==> src/rtl/mc_pkg.sv <==
// mc_pkg: shared state, ALU, opcode/funct and select encodings for the multicycle controller
package mc_pkg;
   typedef enum logic [3:0] {
      S_FETCH, S_DECODE, S_EXEC_R, S_EXEC_I, S_MEM_ADDR, S_MEM_RD,
      S_MEM_WR, S_WB_R, S_WB_I, S_WB_MEM, S_BRANCH, S_JUMP
   } state_t;
   localparam logic [4:0] ALU_ADD = 5'd0;
   localparam logic [4:0] ALU_SUB = 5'd1;
   localparam logic [4:0] ALU_AND = 5'd2;
   localparam logic [4:0] ALU_OR  = 5'd3;
   localparam logic [4:0] ALU_SLT = 5'd4;
   localparam logic [4:0] ALU_LUI = 5'd5;
   localparam logic [5:0] OP_RTYPE = 6'b000000;
   localparam logic [5:0] OP_ORI   = 6'b001101;
   localparam logic [5:0] OP_LUI   = 6'b001111;
   localparam logic [5:0] OP_LW    = 6'b100011;
   localparam logic [5:0] OP_SW    = 6'b101011;
   localparam logic [5:0] OP_BEQ   = 6'b000100;
   localparam logic [5:0] OP_J     = 6'b000010;
   localparam logic [5:0] FN_ADDU = 6'b100001;
   localparam logic [5:0] FN_SUBU = 6'b100011;
   localparam logic [5:0] FN_AND  = 6'b100100;
   localparam logic [5:0] FN_OR   = 6'b100101;
   localparam logic [5:0] FN_SLT  = 6'b101010;
   localparam logic [1:0] SRCB_REG  = 2'b00;
   localparam logic [1:0] SRCB_FOUR = 2'b01;
   localparam logic [1:0] SRCB_IMM  = 2'b10;
   localparam logic [1:0] DST_RT = 2'b00;
   localparam logic [1:0] DST_RD = 2'b01;
   localparam logic [1:0] D2R_ALU = 2'b00;
   localparam logic [1:0] D2R_MEM = 2'b01;
   localparam logic [1:0] PC_INC = 2'b00;
   localparam logic [1:0] PC_BR  = 2'b01;
   localparam logic [1:0] PC_JMP = 2'b10;
   function automatic logic is_mem(input state_t s);
      return s == S_MEM_RD || s == S_MEM_WR;
   endfunction
endpackage

==> src/rtl/mc_alu_dec.sv <==
// mc_alu_dec: combinational op/funct to ALUCtr mapping with funct legality
module mc_alu_dec
   import mc_pkg::*;
(
   input  logic [5:0] op,
   input  logic [5:0] funct,
   output logic [4:0] alu_ctr,
   output logic       funct_ok
);
   always_comb begin
      alu_ctr  = ALU_ADD;
      funct_ok = 1'b1;
      case (op)
         OP_RTYPE:
            case (funct)
               FN_ADDU: alu_ctr = ALU_ADD;
               FN_SUBU: alu_ctr = ALU_SUB;
               FN_AND:  alu_ctr = ALU_AND;
               FN_OR:   alu_ctr = ALU_OR;
               FN_SLT:  alu_ctr = ALU_SLT;
               default: funct_ok = 1'b0;
            endcase
         OP_ORI:  alu_ctr = ALU_OR;
         OP_LUI:  alu_ctr = ALU_LUI;
         OP_BEQ:  alu_ctr = ALU_SUB;
         default: alu_ctr = ALU_ADD;
      endcase
   end
endmodule

==> src/rtl/mc_ctrl.sv <==
// mc_ctrl: multicycle MIPS-subset control FSM with bounded memory wait and illegal detection
module mc_ctrl
   import mc_pkg::*;
#(
   parameter int WAIT_MAX = 15
) (
   input  logic       clk,
   input  logic       reset,
   input  logic [5:0] op,
   input  logic [5:0] funct,
   input  logic       zero,
   input  logic       mem_ready,
   output logic       PCWrite,
   output logic       IRWrite,
   output logic       RegWrite,
   output logic       MemRead,
   output logic       MemWrite,
   output logic       ExtOp,
   output logic       ALUSrcA,
   output logic [1:0] ALUSrcB,
   output logic [4:0] ALUCtr,
   output logic [1:0] RegDst,
   output logic [1:0] Data_to_Reg_sel,
   output logic [1:0] PC_sel,
   output logic       instr_done,
   output logic       illegal,
   output logic [3:0] state
);
   localparam int CW = $clog2(WAIT_MAX + 1);
   state_t cur, nxt;
   logic [CW-1:0] cnt;
   logic [4:0] dec_alu;
   logic funct_ok, op_known, dec_bad, at_max, timeout;
   mc_alu_dec u_dec (.op(op), .funct(funct), .alu_ctr(dec_alu), .funct_ok(funct_ok));
   assign op_known = op inside {OP_RTYPE, OP_ORI, OP_LUI, OP_LW, OP_SW, OP_BEQ, OP_J};
   assign dec_bad  = !op_known || (op == OP_RTYPE && !funct_ok);
   assign at_max   = cnt == CW'(WAIT_MAX);
   // ready in the last allowed cycle wins over timeout
   assign timeout  = is_mem(cur) && !mem_ready && at_max;
   assign state    = cur;
   always_ff @(posedge clk) begin
      if (reset) begin
         cur <= S_FETCH;
         cnt <= '0;
      end else begin
         cur <= nxt;
         cnt <= (is_mem(cur) && nxt == cur) ? cnt + 1'b1 : '0;
      end
   end
   always_comb begin
      nxt = S_FETCH;
      case (cur)
         S_FETCH:    nxt = S_DECODE;
         S_DECODE:   nxt = dec_bad ? S_FETCH :
                           op == OP_RTYPE ? S_EXEC_R :
                           (op == OP_ORI || op == OP_LUI) ? S_EXEC_I :
                           (op == OP_LW || op == OP_SW) ? S_MEM_ADDR :
                           op == OP_BEQ ? S_BRANCH : S_JUMP;
         S_EXEC_R:   nxt = S_WB_R;
         S_EXEC_I:   nxt = S_WB_I;
         S_MEM_ADDR: nxt = op == OP_LW ? S_MEM_RD : S_MEM_WR;
         S_MEM_RD:   nxt = mem_ready ? S_WB_MEM : at_max ? S_FETCH : S_MEM_RD;
         S_MEM_WR:   nxt = (mem_ready || at_max) ? S_FETCH : S_MEM_WR;
         default:    nxt = S_FETCH;
      endcase
   end
   always_comb begin
      PCWrite         = 1'b0;
      IRWrite         = 1'b0;
      RegWrite        = 1'b0;
      MemRead         = 1'b0;
      MemWrite        = 1'b0;
      ExtOp           = 1'b0;
      ALUSrcA         = 1'b0;
      ALUSrcB         = SRCB_REG;
      ALUCtr          = ALU_ADD;
      RegDst          = DST_RT;
      Data_to_Reg_sel = D2R_ALU;
      PC_sel          = PC_INC;
      instr_done      = 1'b0;
      illegal         = 1'b0;
      if (!reset) begin
         case (cur)
            S_FETCH: begin
               IRWrite = 1'b1;
               PCWrite = 1'b1;
               ALUSrcB = SRCB_FOUR;
            end
            S_DECODE: illegal = dec_bad;
            S_EXEC_R: begin
               ALUSrcA = 1'b1;
               ALUCtr  = dec_alu;
            end
            S_EXEC_I: begin
               ALUSrcA = 1'b1;
               ALUSrcB = SRCB_IMM;
               ALUCtr  = dec_alu;
            end
            S_MEM_ADDR: begin
               ALUSrcA = 1'b1;
               ALUSrcB = SRCB_IMM;
               ExtOp   = 1'b1;
            end
            S_MEM_RD: begin
               MemRead = !timeout;
               illegal = timeout;
            end
            S_MEM_WR: begin
               MemWrite   = !timeout;
               illegal    = timeout;
               instr_done = mem_ready;
            end
            S_WB_R: begin
               RegWrite   = 1'b1;
               RegDst     = DST_RD;
               instr_done = 1'b1;
            end
            S_WB_I: begin
               RegWrite   = 1'b1;
               instr_done = 1'b1;
            end
            S_WB_MEM: begin
               RegWrite        = 1'b1;
               Data_to_Reg_sel = D2R_MEM;
               instr_done      = 1'b1;
            end
            S_BRANCH: begin
               ALUSrcA    = 1'b1;
               ALUCtr     = ALU_SUB;
               PC_sel     = PC_BR;
               PCWrite    = zero;
               ExtOp      = 1'b1;
               instr_done = 1'b1;
            end
            S_JUMP: begin
               PCWrite    = 1'b1;
               PC_sel     = PC_JMP;
               instr_done = 1'b1;
            end
            default: illegal = 1'b0;
         endcase
      end
   end
endmodule

==> config.mk <==
export PLATFORM = sky130hd
export DESIGN_NAME = mc_ctrl
export DESIGN_NICKNAME = d
export VERILOG_FILES = /design/src/rtl/mc_pkg.sv /design/src/rtl/mc_alu_dec.sv /design/src/rtl/mc_ctrl.sv
export SDC_FILE = /design/constraint.sdc
export NUM_CORES = 1
export LEC_CHECK = 0
export ABC_AREA = 1
export CAP_MARGIN = 0
export CORE_MARGIN = 10
export CORE_UTILIZATION = 41
export DETAILED_ROUTE_END_ITERATION = 10
export PLACE_DENSITY_LB_ADDON = 0.2
export SYNTH_ARGS = -nofsm -noshare
export SYNTH_HDL_FRONTEND = slang
export SYNTH_SLANG_ARGS = --single-unit
==> constraint.sdc <==
create_clock -name clk -period 1.7 [get_ports clk]
set_clock_uncertainty 0.15 [all_clocks]
set_input_delay 0.17 -clock clk [delete_from_list [all_inputs] [get_ports clk]]
set_output_delay 0.17 -clock clk [all_outputs]
set_load 0.005 [all_outputs]
==> impl_metrics.env <==
export IMPL_p_sw_share_pct=38.2
export IMPL_ant_nets=0
export IMPL_wl_um=4430
export IMPL_min_path_type="in -> reg"
export IMPL_powerDensity_mw_per_mm2=375
export IMPL_path_class="reg -> out"
export IMPL_synth_xor_area_share_pct=0.958
export IMPL_synth_top_cell_area_share_pct=17.5
export IMPL_synth_area_sq_um=915
export IMPL_drive_above_1_share_pct=59.6
export IMPL_ctsHoldBuffers=0
export IMPL_clockBufferDepth=2
export IMPL_pwr_share_comb_pct=46.8
export IMPL_power_share_clock_pct=22.5
export IMPL_synth_top_family_by_area="simple AND/OR/NAND/NOR gates"
export IMPL_fin_cells=268
export IMPL_cts_clk_slew_worst_paths_ns=0.06
export IMPL_cp_data_arrival_time_ns=1.53
export IMPL_n_fill_cell=120
export IMPL_grt_pass1_vias=1358
export IMPL_cts_sinks=8
export IMPL_synth_warnings=0
export IMPL_finalSetupViolCount=3
export IMPL_layout_commonest_cell="buf_4"
export IMPL_final_cell_mix="buf_4 (44), nand2_1 (21), inv_1 (14)"
export IMPL_synth_edff_count=0
export IMPL_post_synth_num_cell_types=34
export IMPL_grt_pass1_wl_um=5790
export IMPL_dieHeight_um=67.2
export IMPL_cts_tree="yes"
export IMPL_tns_ns=-0.234
export IMPL_die_width_um=67.2
export IMPL_diodes=0
export IMPL_dp_hpwl_um=2530
export IMPL_end_kind="primary output"
export IMPL_cts_htree_levels=1
export IMPL_synth_largest_area_cell="dfxtp_1"
export IMPL_cp_slowest_cell="dfxtp_2"
export IMPL_synthArstFlopShare_pct=0
export IMPL_maxCapViolCount=0
export IMPL_cts_made_buffers=3
export IMPL_drc=0
export IMPL_status="complete, but fails checks"
export IMPL_slew_viol_final=0
export IMPL_antenna_found_initial=0
export IMPL_cts_root_buf="clkbuf_4"
export IMPL_synth_seq_cells=8
export IMPL_synth_cells=155
export IMPL_setup_slack_ns=-0.152
export IMPL_violations="setup timing"
export IMPL_worst_ep_required_time_ns=1.38
export IMPL_wl_per_cell_um=16.5
export IMPL_yosys_area_share_simple_pct=51.2
export IMPL_cp_common_cell="buf_6"
export IMPL_track_usage_pct=16.1
export IMPL_critPathTopFamily="buffers and inverters"
export IMPL_critPathLaunchType="flip-flop"
export IMPL_dieArea_sq_mm=0.00452
export IMPL_ys_seq_area_share_pct=17.5
export IMPL_fin_crit_ns=1.85
export IMPL_max_freq_ghz=0.540
export IMPL_nets=259
export IMPL_synth_fa_ha_area_share_pct=1.37
export IMPL_coreArea_sq_mm=0.00217
export IMPL_irDropWorstVdd_v=0.000438
export IMPL_grt_max_degree=8
export IMPL_p_leak_nw=0.974
export IMPL_seqPwrFrac_pct=30.7
export IMPL_cp_max_fo=2
export IMPL_dr_total_vias=1407
export IMPL_io_buffers=37
export IMPL_initial_core_util_pct=42.2
export IMPL_grt_overflow_total=0
export IMPL_cpPeakStageDelay_ns=0.33
export IMPL_ys_top_cells_by_area="dfxtp_1 (18%), nand2_1 (14%), nor2_1 (8.6%)"
export IMPL_muxShareOfSynthArea_pct=0
export IMPL_gp_congestion=0.847
export IMPL_area_delta_synth_final_pct=101
export IMPL_finalHoldViolCount=0
export IMPL_path_cells="ha_4 -> nand2_2 -> inv_2 -> nand2_4 -> nor2_4 -> buf_6 -> buf_6 -> nor3_4 -> buf_2"
export IMPL_io_pins=42
export IMPL_syn_avg_cell_area_sq_um=5.90
export IMPL_synth_compound_area_share_pct=11.1
export IMPL_avgViaCountPerCell=5.25
export IMPL_internal_power_uw=426
export IMPL_worstSkewPairLatency_ns=0.27
export IMPL_finalCritPeriodShare_pct=109
export IMPL_synthFlopType="dfxtp_1"
export IMPL_regArea_sq_um=175
export IMPL_numPlacedInstances=246
export IMPL_rows=17
export IMPL_critical_path_buf_inv_count=4
export IMPL_multi_input_area_sq_um=827
export IMPL_dr_pass1_iters=4
export IMPL_p_sw_uw=264
export IMPL_rsz0062_at_grt="yes"
export IMPL_drtIter0Drc=107
cell type report:
cell class	count	share of cell area [%]
clock buffers	3	1.23
inverters	28	5.86
multi-input cells	116	45.0
flip-flops and latches	8	9.54
well taps	28	1.91
repair buffers	85	36.4
path summary, 6_finish.rpt:
path	start	to	slack [ns]	depth (start not counted)
setup reg to reg	state[1]	state[0]	0.05	8
setup / recovery	cnt[0]	MemRead	-0.15	9
hold / removal	reset	state[3]	0.08	2
hold reg to reg	cnt[0]	cnt[0]	0.38	2
through the flow:
stage | total power, mW | hold slack (ns) | util [%] | worst slack, ns | cell area [sq um]
2_1_floorplan | 0.334 | 0.235 | - | 0.348 | 926
3_3_place_gp | 0.468 | 0.352 | 68.9 | -0.524 | 1490
3_5_place_dp | 0.473 | 0.366 | 68.9 | -0.590 | 1490
4_1_cts | 0.621 | 0.246 | 76.6 | -0.172 | 1660
5_1_grt | 0.730 | 0.106 | 84.7 | -0.209 | 1840
6_report | 0.689 | 0.0849 | 84.7 | -0.152 | 1840
state kept, by name, indices dropped and copies added (netlist names):
| signal | flops |
|---|---|
| cnt | 4 |
| state | 4 |
power by group through the flow:
| stage | Sequential (mW) | Combinational, mW | Clock [mW] |
|---|---|---|---|
| after global routing | 0.212 | 0.344 | 0.175 |
| after global placement | 0.210 | 0.258 | 0 |
| after detailed placement | 0.210 | 0.263 | 0 |
| after floorplan | 0.207 | 0.127 | 0 |
| after CTS | 0.207 | 0.267 | 0.148 |
| final | 0.211 | 0.323 | 0.155 |
kinds of logic (layout without fill, tap and decap cells):
| logic type | count (synthesis) | in the layout |
|---|---|---|
| AND/OR/NAND/NOR | 94 | 94 |
| buffers and inverters | 34 | 116 |
| AO/OA/AOI/OAI | 16 | 16 |
| flip-flops | 8 | 8 |
| adder cells (fa/ha/maj) | 1 | 1 |
| other | 1 | 4 |
| XOR/XNOR | 1 | 1 |
cells in the mapped netlist (all sizes together) (2+ instances only):
library cell,instances
nor2,28
nand3,19
nor3,5
buf,5
inv,26
dfxtp,8
nand2,35
o21a,2
o21ai,4
clkinv,2
nor4,2
a21oi,7
metal layers:
layer  track usage (%)  up-vias  part of all wire (%)  wire (um)
li1                  -      662                     -          -
met1              14.5      648                    37       1650
met2              32.2       76                    52       2300
met3              3.97       21                   6.8        301
met4              8.46        0                   4.1        180
met5                 0        -                     0          0
worst reg2reg max path: stages (launching register included):
cell,delay (ns)
dfxtp_4,0.37
inv_2,0.10
nand2_1,0.08
nor2_1,0.22
buf_4,0.17
inv_1,0.06
nor2_1,0.14
nand3_1,0.11
a21oi_2,0.16
timing repair:
| action | in CTS | in global routing |
|---|---|---|
| setup buffers | 11 | 9 |
| pin swaps | 15 | 25 |
| endpoints found under the setup margin | 19 | 17 |
| gates resized for setup | 83 | 70 |
Power figures use the tool's default switching activity.
==> variant: new RTL, config.mk and constraints unchanged <==
`WAIT_MAX`: 15 -> 17.
--- a/src/rtl/mc_ctrl.sv
+++ b/src/rtl/mc_ctrl.sv
@@ -2,7 +2,7 @@
 module mc_ctrl
    import mc_pkg::*;
 #(
-   parameter int WAIT_MAX = 15
+   parameter int WAIT_MAX = 17
 ) (
    input  logic       clk,
    input  logic       reset,
Check against the original RTL: no difference found for any inputs over 10 cycles, from zero or initial values and one cycle with reset high; that may be too few to reach the edited logic, so the function may still have changed.
==> variant against the original RTL <==
The flow still finishes with violations (setup timing). Via count rose by 6.3%. Worst hold slack better by 0.30 ns. Clock power grew 14%. Sequential power grew 10%. Final area up 8.6%. Area after synthesis is 7.0% higher. Setup slack worse by 0.047 ns. Routed wire length grew 9.4%. Sequential cell count is 1 higher. Total power rose by 16%. Register-to-register slack better by 0.03 ns. Non-clock buffer count up 7. Fmax down 2.5%. Highest routed layer unchanged.
==> variant: results (changes against the original RTL) <==
- The depth of the most critical reg-to-reg path is 10 (was 8).
- The layout-stage area growth over the synthesis result is 104% (was 101%).
- The worst reg2reg path startpoint is state[2] (was state[1]).
- The xor-xnor portion of the synthesized cell area is 2.69% (was 0.958%).
- The leakage power is 0.978 nW (was 0.974 nW).
- The layout net count came to 271 (was 259).
- The post-layout worst setup margin is -0.200 ns (was -0.152 ns).
- The met1 capacity usage during global routing is 17.4% (was 14.5%).
- The final setup violation count is 13 (was 3).
- The final worst hold slack is 0.388 ns (was 0.0849 ns).
- The number of global-route vias before repair was 1505 (was 1358).
- The met2 capacity usage during global routing came to 33.0% (was 32.2%).
- The met3 track demand over resource in global routing was 3.86% (was 3.97%).
- Commonest cells in the netlist: 31 x sky130_fd_sc_hd__nor2_1, 23 x sky130_fd_sc_hd__nand2_1, 20 x sky130_fd_sc_hd__nand3_1, 18 x sky130_fd_sc_hd__inv_1, 9 x sky130_fd_sc_hd__dfxtp_1 (was 33 x sky130_fd_sc_hd__nand2_1, 21 x sky130_fd_sc_hd__nor2_1, 20 x sky130_fd_sc_hd__inv_1, 15 x sky130_fd_sc_hd__nand3_1, 8 x sky130_fd_sc_hd__dfxtp_1).
- Violations in the final reports: setup timing (unchanged).
- The number of different library cells in the post-synthesis netlist is 33 (was 34).
- The portion of the post-synthesis area used by sequential elements is 18.4% (was 17.5%).
- The initial detailed-routing violation count is 112 (was 107).
- The biggest fanout along the worst timing path is 3 (was 2).
- The largest net degree at the start of global routing is 7 (was 8).
- The most frequently used cell type in the post-synthesis netlist is sky130_fd_sc_hd__nor2_1 (was sky130_fd_sc_hd__nand2_1).
- The final estimated routing congestion in global placement is 0.843 (was 0.847).
- Outcome: finished with violations (unchanged).
- The wire length of the first global-routing pass is 6.53 mm (was 5.79 mm).
- The minimum setup slack among reg-to-reg paths was 0.08 ns (was 0.05 ns).
- The worst setup slack before clock tree synthesis is -0.599 ns (was -0.590 ns).
[variant: cell count changes after synthesis, sizes merged, moves of 2 or more]
cell / unedited run / this run
nand2: 35 / 27
nor2: 28 / 36
inv: 26 / 22
nand4: 1 / 4
o21ai: 4 / 7
nand3: 19 / 21
[variant: worst reg2reg max path: stages (launching register included)]
cell and delay, ns:
sky130_fd_sc_hd__dfxtp_2 0.34, sky130_fd_sc_hd__buf_6 0.13, sky130_fd_sc_hd__inv_8 0.06, sky130_fd_sc_hd__buf_12 0.10
sky130_fd_sc_hd__nand2_8 0.06, sky130_fd_sc_hd__nor2_4 0.11, sky130_fd_sc_hd__buf_4 0.13, sky130_fd_sc_hd__inv_2 0.05
sky130_fd_sc_hd__nor3_4 0.18, sky130_fd_sc_hd__nand3_2 0.12, sky130_fd_sc_hd__a21oi_2 0.12
[variant: power breakdown]
part           switching (mW)  internal, mW
Sequential             0.0148         0.219
Clock                  0.0850        0.0910
Combinational           0.193         0.194
Total                   0.292         0.504
[variant: area by class of cell]
type	instances	area, sq um	area share, %
Inverter	23	104	5.21
Timing Repair Buffer	92	773	38.8
Sequential cell	9	193	9.66
Multi-Input combinational cell	124	863	43.3
Tap cell	28	35.0	1.76
Clock buffer	4	26.3	1.32
[variant: through the flow]
step / std cells / util (%) / setup TNS (ns)
after floorplan: 163 / - / 0
after global placement: 260 / 73.1 / -5.91
after detailed placement: 260 / 73.1 / -6.53
after CTS: 274 / 82.4 / -0.604
after global routing: 280 / 89.3 / -2.46
final: 280 / 89.3 / -1.25
[variant: worst max path at each step]
stage	cells after the start	from	to
after floorplan	7	state[0]	illegal
after global placement	10	op[5]	illegal
after detailed placement	10	op[1]	illegal
after CTS	7	state[1]	illegal
after global routing	7	state[3]	RegWrite
final	7	state[3]	RegWrite
[variant: kinds of logic (layout without fill, tap and decap cells)]
| kind of cell | count (synthesis) | in the layout |
|---|---|---|
| adders and majority gates | 2 | 2 |
| AOI/OAI and AO/OA | 15 | 15 |
| DFF | 9 | 9 |
| other | 1 | 4 |
| buffers and inverters | 30 | 119 |
| xor gates and xnor gates | 3 | 3 |
| and+or+nand+nor | 100 | 100 |
[variant: repair_timing]
action | CTS | global route
pin swaps | 24 | 21
resized for setup | 115 | 39
buffers inserted | 11 | 8
endpoints found under the setup margin | 20 | 18
[variant: layer usage]
layer	wire length [um]	vias up
li1	-	702
met1	1720	693
met2	2650	77
met3	337	23
met4	138	0
met5	0	-
